[src/rtl/protocol_fsm.sv]
`default_nettype none
// ============================================================================
// Module   : protocol_fsm
// Purpose  : Transaction-level protocol engine. Sends a token, then a data
//            packet (OUT) or waits for a data packet (IN), collects or sends
//            the handshake, and retries on NAK, bad CRC, wrong PID or
//            response timeout, up to MAX_TRIES attempts.
// Ports    : clk, rst_b        - clock, asynchronous active-low reset
//            token_pkt         - {PID, ADDR, ENDP} of the requested transaction
//            data_pkt          - {PID, payload} sent for OUT transactions
//            data_avail        - upstream request, sampled only while idle
//            ptcl_ready        - idle and able to accept a request
//            ptcl_done         - one-cycle end-of-transaction pulse
//            ptcl_success      - transaction result, valid with ptcl_done
//            rx_data           - payload of the last successful IN transaction
//            tx_start/kind/pkt - packet request to the bit encoder
//            tx_done           - encoder finished the packet and EOP
//            rx_valid/pid/payload/crc_ok - decoded received packet
// Revision : 1.0 - initial release
// ============================================================================
module protocol_fsm #(
  parameter int TIMEOUT   = 256,
  parameter int MAX_TRIES = 8
) (
  input  logic        clk,
  input  logic        rst_b,
  input  logic [18:0] token_pkt,
  input  logic [71:0] data_pkt,
  input  logic        data_avail,
  output logic        ptcl_ready,
  output logic        ptcl_done,
  output logic        ptcl_success,
  output logic [63:0] rx_data,
  output logic        tx_start,
  output logic [1:0]  tx_kind,
  output logic [71:0] tx_pkt,
  input  logic        tx_done,
  input  logic        rx_valid,
  input  logic [7:0]  rx_pid,
  input  logic [63:0] rx_payload,
  input  logic        rx_crc_ok
);

  localparam logic [7:0] c_pid_out   = 8'hE1;
  localparam logic [7:0] c_pid_in    = 8'h69;
  localparam logic [7:0] c_pid_data0 = 8'hC3;
  localparam logic [7:0] c_pid_ack   = 8'hD2;
  localparam logic [7:0] c_pid_nak   = 8'h5A;

  localparam logic [1:0] c_kind_token = 2'b00;
  localparam logic [1:0] c_kind_data  = 2'b01;
  localparam logic [1:0] c_kind_hs    = 2'b10;

  localparam int c_tw = (TIMEOUT > 1) ? $clog2(TIMEOUT) : 1;
  localparam int c_aw = $clog2(MAX_TRIES + 1);

  typedef enum logic [2:0] {
    IDLE       = 3'd0,
    SEND_TOKEN = 3'd1,
    SEND_DATA  = 3'd2,
    WAIT_HS    = 3'd3,
    WAIT_DATA  = 3'd4,
    SEND_HS    = 3'd5,
    DONE       = 3'd6
  } state_e;

  state_e            state_q,    state_d;
  logic [18:0]       token_q,    token_d;
  logic [71:0]       data_q,     data_d;
  logic [c_aw-1:0]   attempts_q, attempts_d;
  logic [c_tw-1:0]   timer_q,    timer_d;
  logic              hs_ack_q,   hs_ack_d;   // handshake to send: 1 ACK, 0 NAK
  logic              success_q,  success_d;
  logic [63:0]       rx_data_q,  rx_data_d;
  logic              tx_start_q, tx_start_d;
  logic [1:0]        tx_kind_q,  tx_kind_d;
  logic [71:0]       tx_pkt_q,   tx_pkt_d;

  logic              timeout;
  logic              retry;

  assign timeout = (timer_q == c_tw'(TIMEOUT - 1));

  always_comb begin
    state_d    = state_q;
    token_d    = token_q;
    data_d     = data_q;
    attempts_d = attempts_q;
    timer_d    = timer_q;
    hs_ack_d   = hs_ack_q;
    success_d  = success_q;
    rx_data_d  = rx_data_q;
    retry      = 1'b0;

    case (state_q)
      IDLE: begin
        if (data_avail) begin
          token_d    = token_pkt;
          data_d     = data_pkt;
          attempts_d = '0;
          state_d    = SEND_TOKEN;
        end
      end
      SEND_TOKEN: begin
        if (tx_done) begin
          if (token_q[18:11] == c_pid_out) begin
            state_d = SEND_DATA;
          end else if (token_q[18:11] == c_pid_in) begin
            state_d = WAIT_DATA;
            timer_d = '0;
          end else begin
            state_d   = DONE;
            success_d = 1'b0;
          end
        end
      end
      SEND_DATA: begin
        if (tx_done) begin
          state_d = WAIT_HS;
          timer_d = '0;
        end
      end
      WAIT_HS: begin
        timer_d = timer_q + 1'b1;
        // A decoded packet wins over a timeout landing in the same cycle.
        if (rx_valid) begin
          if (rx_pid == c_pid_ack && rx_crc_ok) begin
            state_d   = DONE;
            success_d = 1'b1;
          end else begin
            retry = 1'b1;
          end
        end else if (timeout) begin
          retry = 1'b1;
        end
      end
      WAIT_DATA: begin
        timer_d = timer_q + 1'b1;
        if (rx_valid) begin
          state_d = SEND_HS;
          if (rx_pid == c_pid_data0 && rx_crc_ok) begin
            rx_data_d = rx_payload;
            hs_ack_d  = 1'b1;
          end else begin
            hs_ack_d  = 1'b0;
          end
        end else if (timeout) begin
          retry = 1'b1;
        end
      end
      SEND_HS: begin
        if (tx_done) begin
          if (hs_ack_q) begin
            state_d   = DONE;
            success_d = 1'b1;
          end else begin
            retry = 1'b1;
          end
        end
      end
      DONE: begin
        state_d = IDLE;
      end
      default: begin
        state_d = IDLE;
      end
    endcase

    if (retry) begin
      attempts_d = attempts_q + 1'b1;
      if (attempts_d == c_aw'(MAX_TRIES)) begin
        state_d   = DONE;
        success_d = 1'b0;
      end else begin
        state_d = SEND_TOKEN;
      end
    end

    // Encoder request is registered on entry to a SEND_* state so tx_start is
    // a single pulse and tx_kind/tx_pkt hold their value for the whole send.
    tx_start_d = 1'b0;
    tx_kind_d  = tx_kind_q;
    tx_pkt_d   = tx_pkt_q;
    if (state_d != state_q) begin
      case (state_d)
        SEND_TOKEN: begin
          tx_start_d = 1'b1;
          tx_kind_d  = c_kind_token;
          tx_pkt_d   = {53'd0, token_d};
        end
        SEND_DATA: begin
          tx_start_d = 1'b1;
          tx_kind_d  = c_kind_data;
          tx_pkt_d   = data_q;
        end
        SEND_HS: begin
          tx_start_d = 1'b1;
          tx_kind_d  = c_kind_hs;
          tx_pkt_d   = {64'd0, (hs_ack_d ? c_pid_ack : c_pid_nak)};
        end
        default: begin
          tx_start_d = 1'b0;
        end
      endcase
    end
  end

  always_ff @(posedge clk or negedge rst_b) begin
    if (!rst_b) begin
      state_q    <= IDLE;
      token_q    <= '0;
      data_q     <= '0;
      attempts_q <= '0;
      timer_q    <= '0;
      hs_ack_q   <= 1'b0;
      success_q  <= 1'b0;
      rx_data_q  <= '0;
      tx_start_q <= 1'b0;
      tx_kind_q  <= '0;
      tx_pkt_q   <= '0;
    end else begin
      state_q    <= state_d;
      token_q    <= token_d;
      data_q     <= data_d;
      attempts_q <= attempts_d;
      timer_q    <= timer_d;
      hs_ack_q   <= hs_ack_d;
      success_q  <= success_d;
      rx_data_q  <= rx_data_d;
      tx_start_q <= tx_start_d;
      tx_kind_q  <= tx_kind_d;
      tx_pkt_q   <= tx_pkt_d;
    end
  end

  assign ptcl_ready   = (state_q == IDLE);
  assign ptcl_done    = (state_q == DONE);
  assign ptcl_success = (state_q == DONE) && success_q;
  assign rx_data      = rx_data_q;
  assign tx_start     = tx_start_q;
  assign tx_kind      = tx_kind_q;
  assign tx_pkt       = tx_pkt_q;

endmodule
`default_nettype wire

[config.mk]
export PLATFORM = sky130hd
export DESIGN_NAME = protocol_fsm
export DESIGN_NICKNAME = d
export VERILOG_FILES = /design/src/rtl/protocol_fsm.sv
export SDC_FILE = /design/constraint.sdc
export NUM_CORES = 1
export LEC_CHECK = 0
export CAP_MARGIN = 20
export CORE_UTILIZATION = 48
export CTS_BUF_LIST = sky130_fd_sc_hd__clkbuf_4
export DETAILED_ROUTE_END_ITERATION = 8
export PLACE_DENSITY = 0.83
export SETUP_SLACK_MARGIN = 0.15
export SLEW_MARGIN = 0
export SYNTH_ARGS = -nofsm -noshare
export SYNTH_HDL_FRONTEND = slang
export SYNTH_SLANG_ARGS = --single-unit
[constraint.sdc]
create_clock -name clk -period 3.9 [get_ports clk]
set_input_delay 0.585 -clock clk [delete_from_list [all_inputs] [get_ports clk]]
set_output_delay 0.585 -clock clk [all_outputs]
set_load 0.01 [all_outputs]
==> summary.md <==
| Metric | Value |
|---|---|
| Fmax | `0.277 GHz` |
| Post-synthesis compound-gate area fraction | `8.87%` |
| Warnings, synthesis | `0` |
| Critical Path Start Type | `register` |
| Max Root-Sink Buffers | `3` |
| Crit path max fanout | `41` |
| Core Region | `0.0202 mm2` |
| Number of vias per cell | `5.14` |
| CTS tree | `built` |
| Final Non-Filler Cells | `1519` |
| Post-layout minimum cycle time | `3.61 ns` |
| CP required | `4.41 ns` |
| Final Core Density | `69.9%` |
| Clock Latency Late Sink | `0.66 ns` |
| Share of synthesized registers carrying an async set or reset | `100%` |
| Reg clk slew, reported paths | `0.06 ns` |
| Global-route wire length before repair | `41200 um` |
| Path type of the worst min-delay path | `in -> reg` |
| Post-Place Cells | `1409` |
| Pin slew with the least headroom to its limit | `0.811 ns` |
| Setup_tns | `0 ns` |
| Vias in the first global route | `8157` |
| Synth Instances | `856` |
| Yosys reg bits | `247` |
| IO buf count | `310` |
| # DRC | `0` |
| Post-Synth Simple-Gate Area | `14.5%` |
| Row cnt | `52` |
| Post-synthesis cell area | `0.00992 mm2` |
| Gr usage total | `24.6%` |
| Post-synth EDFFs | `0` |
| Mux cell area share after synthesis | `10.3%` |
| Clk_skew | `0.0434 ns` |
| Max-cap violation count | `0` |
| Crit Path Category | `reg -> reg` |
| Setup WS post-layout | `0.287 ns` |
| Largest net degree at the start of global routing | `108` |
| Avg Inst Size Synth | `11.6 um2` |
| Io pins | `311` |
| Most frequent cells in the layout | `309 x clkdlybuf4s50_1, 280 x nand2_1, 247 x dfrtp_1` |
| Chip height | `146 um` |
| Yosys cell types | `51` |
| Final hold violation count | `0` |
| Post-Place Setup Slack | `-0.0178 ns` |
| Max Slew Vio Count | `0` |
| 1st-iter DRT viols | `366` |
| Main synth FF type | `dfrtp_1` |
| Post-detail-place hpwl | `17400 um` |
| Total Die Area | `0.0213 mm2` |
| Crit share post-route | `92.6%` |
| Nets | `1379` |
| DRT Wirelength | `25700 um` |
| First-pass iteration count of the detailed router | `4` |
| Share of cells above drive strength 1 | `17.0%` |
| Post-Synthesis Net Count | `1027` |
| Pwr/cell area | `661 mW/mm2` |
| Combinational family with the most area after synthesis | `simple AND/OR/NAND/NOR gates` |
| Final Setup Violations | `0` |
| Max-slew headroom | `46.0%` |
| Detail Route Antenna Nets | `0` |
| Worst vdd rail ir drop | `0.442 mV` |
| RSZ-0062 raised after global routing | `false` |
| Starting Density | `49.0%` |
| Initial antenna violation count | `1` |
| Synth-to-Final Area Change | `42.6%` |
| Clk root buf | `clkbuf_4` |
| Total CTS buffers | `66` |
| Routed len/inst | `16.9 um` |
| Remaining global-route overflow | `0` |
| Overall power | `9.35 mW` |
| Leak | `6.92 nW` |
| Register area share after synthesis | `62.3%` |
| Status | `completed` |
| Commonest non-fill, non-tap cell in the layout | `clkdlybuf4s50_1` |
| Die width | `146 um` |
| Critical Path Sink Type | `register` |
| CTS sink cnt | `247` |
| CP arrival | `4.13 ns` |
| Via count | `7806` |
| Adder and majority gate portion of the synthesized area | `0.252%` |
| H-tree levels | `3` |
| RePlAce Congestion | `0.859` |
| Post-synthesis xor/xnor area fraction | `0.618%` |
[power breakdown]
part           total [mW]  switching (mW)  internal (mW)
registers            3.66           0.390           3.27
clock network        2.20            1.04           1.16
logic                3.49            1.84           1.65
total                9.35            3.27           6.08
[stage by stage]
| stage | cell area, um2 | hold WS, ns |
|---|---|---|
| floorplan | 9920 | 0.289 |
| global placement | 13400 | 0.449 |
| detailed placement | 13400 | 0.453 |
| CTS | 14200 | 0.398 |
| global route | 14200 | 0.429 |
| finish | 14200 | 0.445 |
[registers in the layout, summed over array words and instances (netlist names)]
name	count
tx_start	1
data_q	72
hs_ack_q	1
attempts_q	4
tx_kind	2
tx_pkt	72
state_q	3
success_q	1
token_q	19
timer_q	8
rx_data	64
[final cells by class]
type	instances	area, um2
antenna	1	2.50
clock buffer	93	698
clock inverter	15	87.6
fill	1453	6080
inverter	12	50.0
multi-input combinational	547	3470
sequential	247	6180
tap	270	338
timing repair buffer	334	3330
[critical path, cell delays in order, from the launching register on]
cell and delay (ns):
dfrtp_1 0.39, or4b_4 0.55, or4_1 0.49, a311o_1 0.43
and3_1 0.22, a311o_1 0.37, a221o_2 0.42, buf_4 0.28
a22o_1 0.29
[timing repair]
action	CTS	global route
hold buffers	1	0
setup buffers	0	0
gates resized for setup	0	0
endpoints found under the hold margin	25	0
[cell usage after synthesis (all sizes together), types with 3 or more instances]
cell,instances,area (um2)
nand2,281,1050
dfrtp,247,6180
mux2,82,961
a22o,68,596
clkbuf,37,139
buf,13,126
inv,12,50.1
nor2,10,37.5
o21ai,10,50.1
a21oi,7,35.0
nand3,7,35.0
nor2b,7,43.8
mux2i,6,60.1
xor2,6,52.6
nand2b,5,31.3
and3,4,25.0
nand4,4,25.0
and2,3,18.8
nor3,3,15.0
nor3b,3,22.5
o31ai,3,22.5
[kinds of logic (layout without fill, tap and decap cells)]
kind of cell    Yosys count  count (layout)
other cells               0               1
simple gates            342             342
fa+ha+maj                 2               2
buf+inv                  62             454
flops                   247             247
xor+xnor                  7               7
compound gates          108             108
mux                      88              88
[routing by layer]
| metal | share of wire (%) | track usage [%] | vias to the layer above |
|---|---|---|---|
| met5 | 0 | 0 | - |
| met4 | 4.0 | 13.5 | 0 |
| met3 | 6.2 | 6.58 | 74 |
| met2 | 49 | 39.2 | 264 |
| met1 | 41 | 30.7 | 3834 |
| li1 | - | - | 3634 |
[path summary, 6_finish.rpt]
| kind | from | endpoint | slack [ns] | cells after the start |
|---|---|---|---|---|
| max | token_q[12]$_DFF_PN0_ | tx_pkt[42]$_DFFE_PN0P_ | 0.29 | 8 |
| min in group asynchronous | rst_b | tx_pkt[27]$_DFFE_PN0P_ | 0.54 | 2 |
| min reg2reg | token_q[4]$_DFF_PN0_ | token_q[4]$_DFF_PN0_ | 0.47 | 2 |
| min | data_pkt[48] | data_q[48]$_DFFE_PN0P_ | 0.45 | 3 |
| max in group asynchronous | rst_b | tx_pkt[62]$_DFFE_PN0P_ | 2.42 | 3 |
| max reg2reg | token_q[12]$_DFF_PN0_ | tx_pkt[42]$_DFFE_PN0P_ | 0.29 | 8 |
No activity file was read; power rests on OpenSTA's default activity.
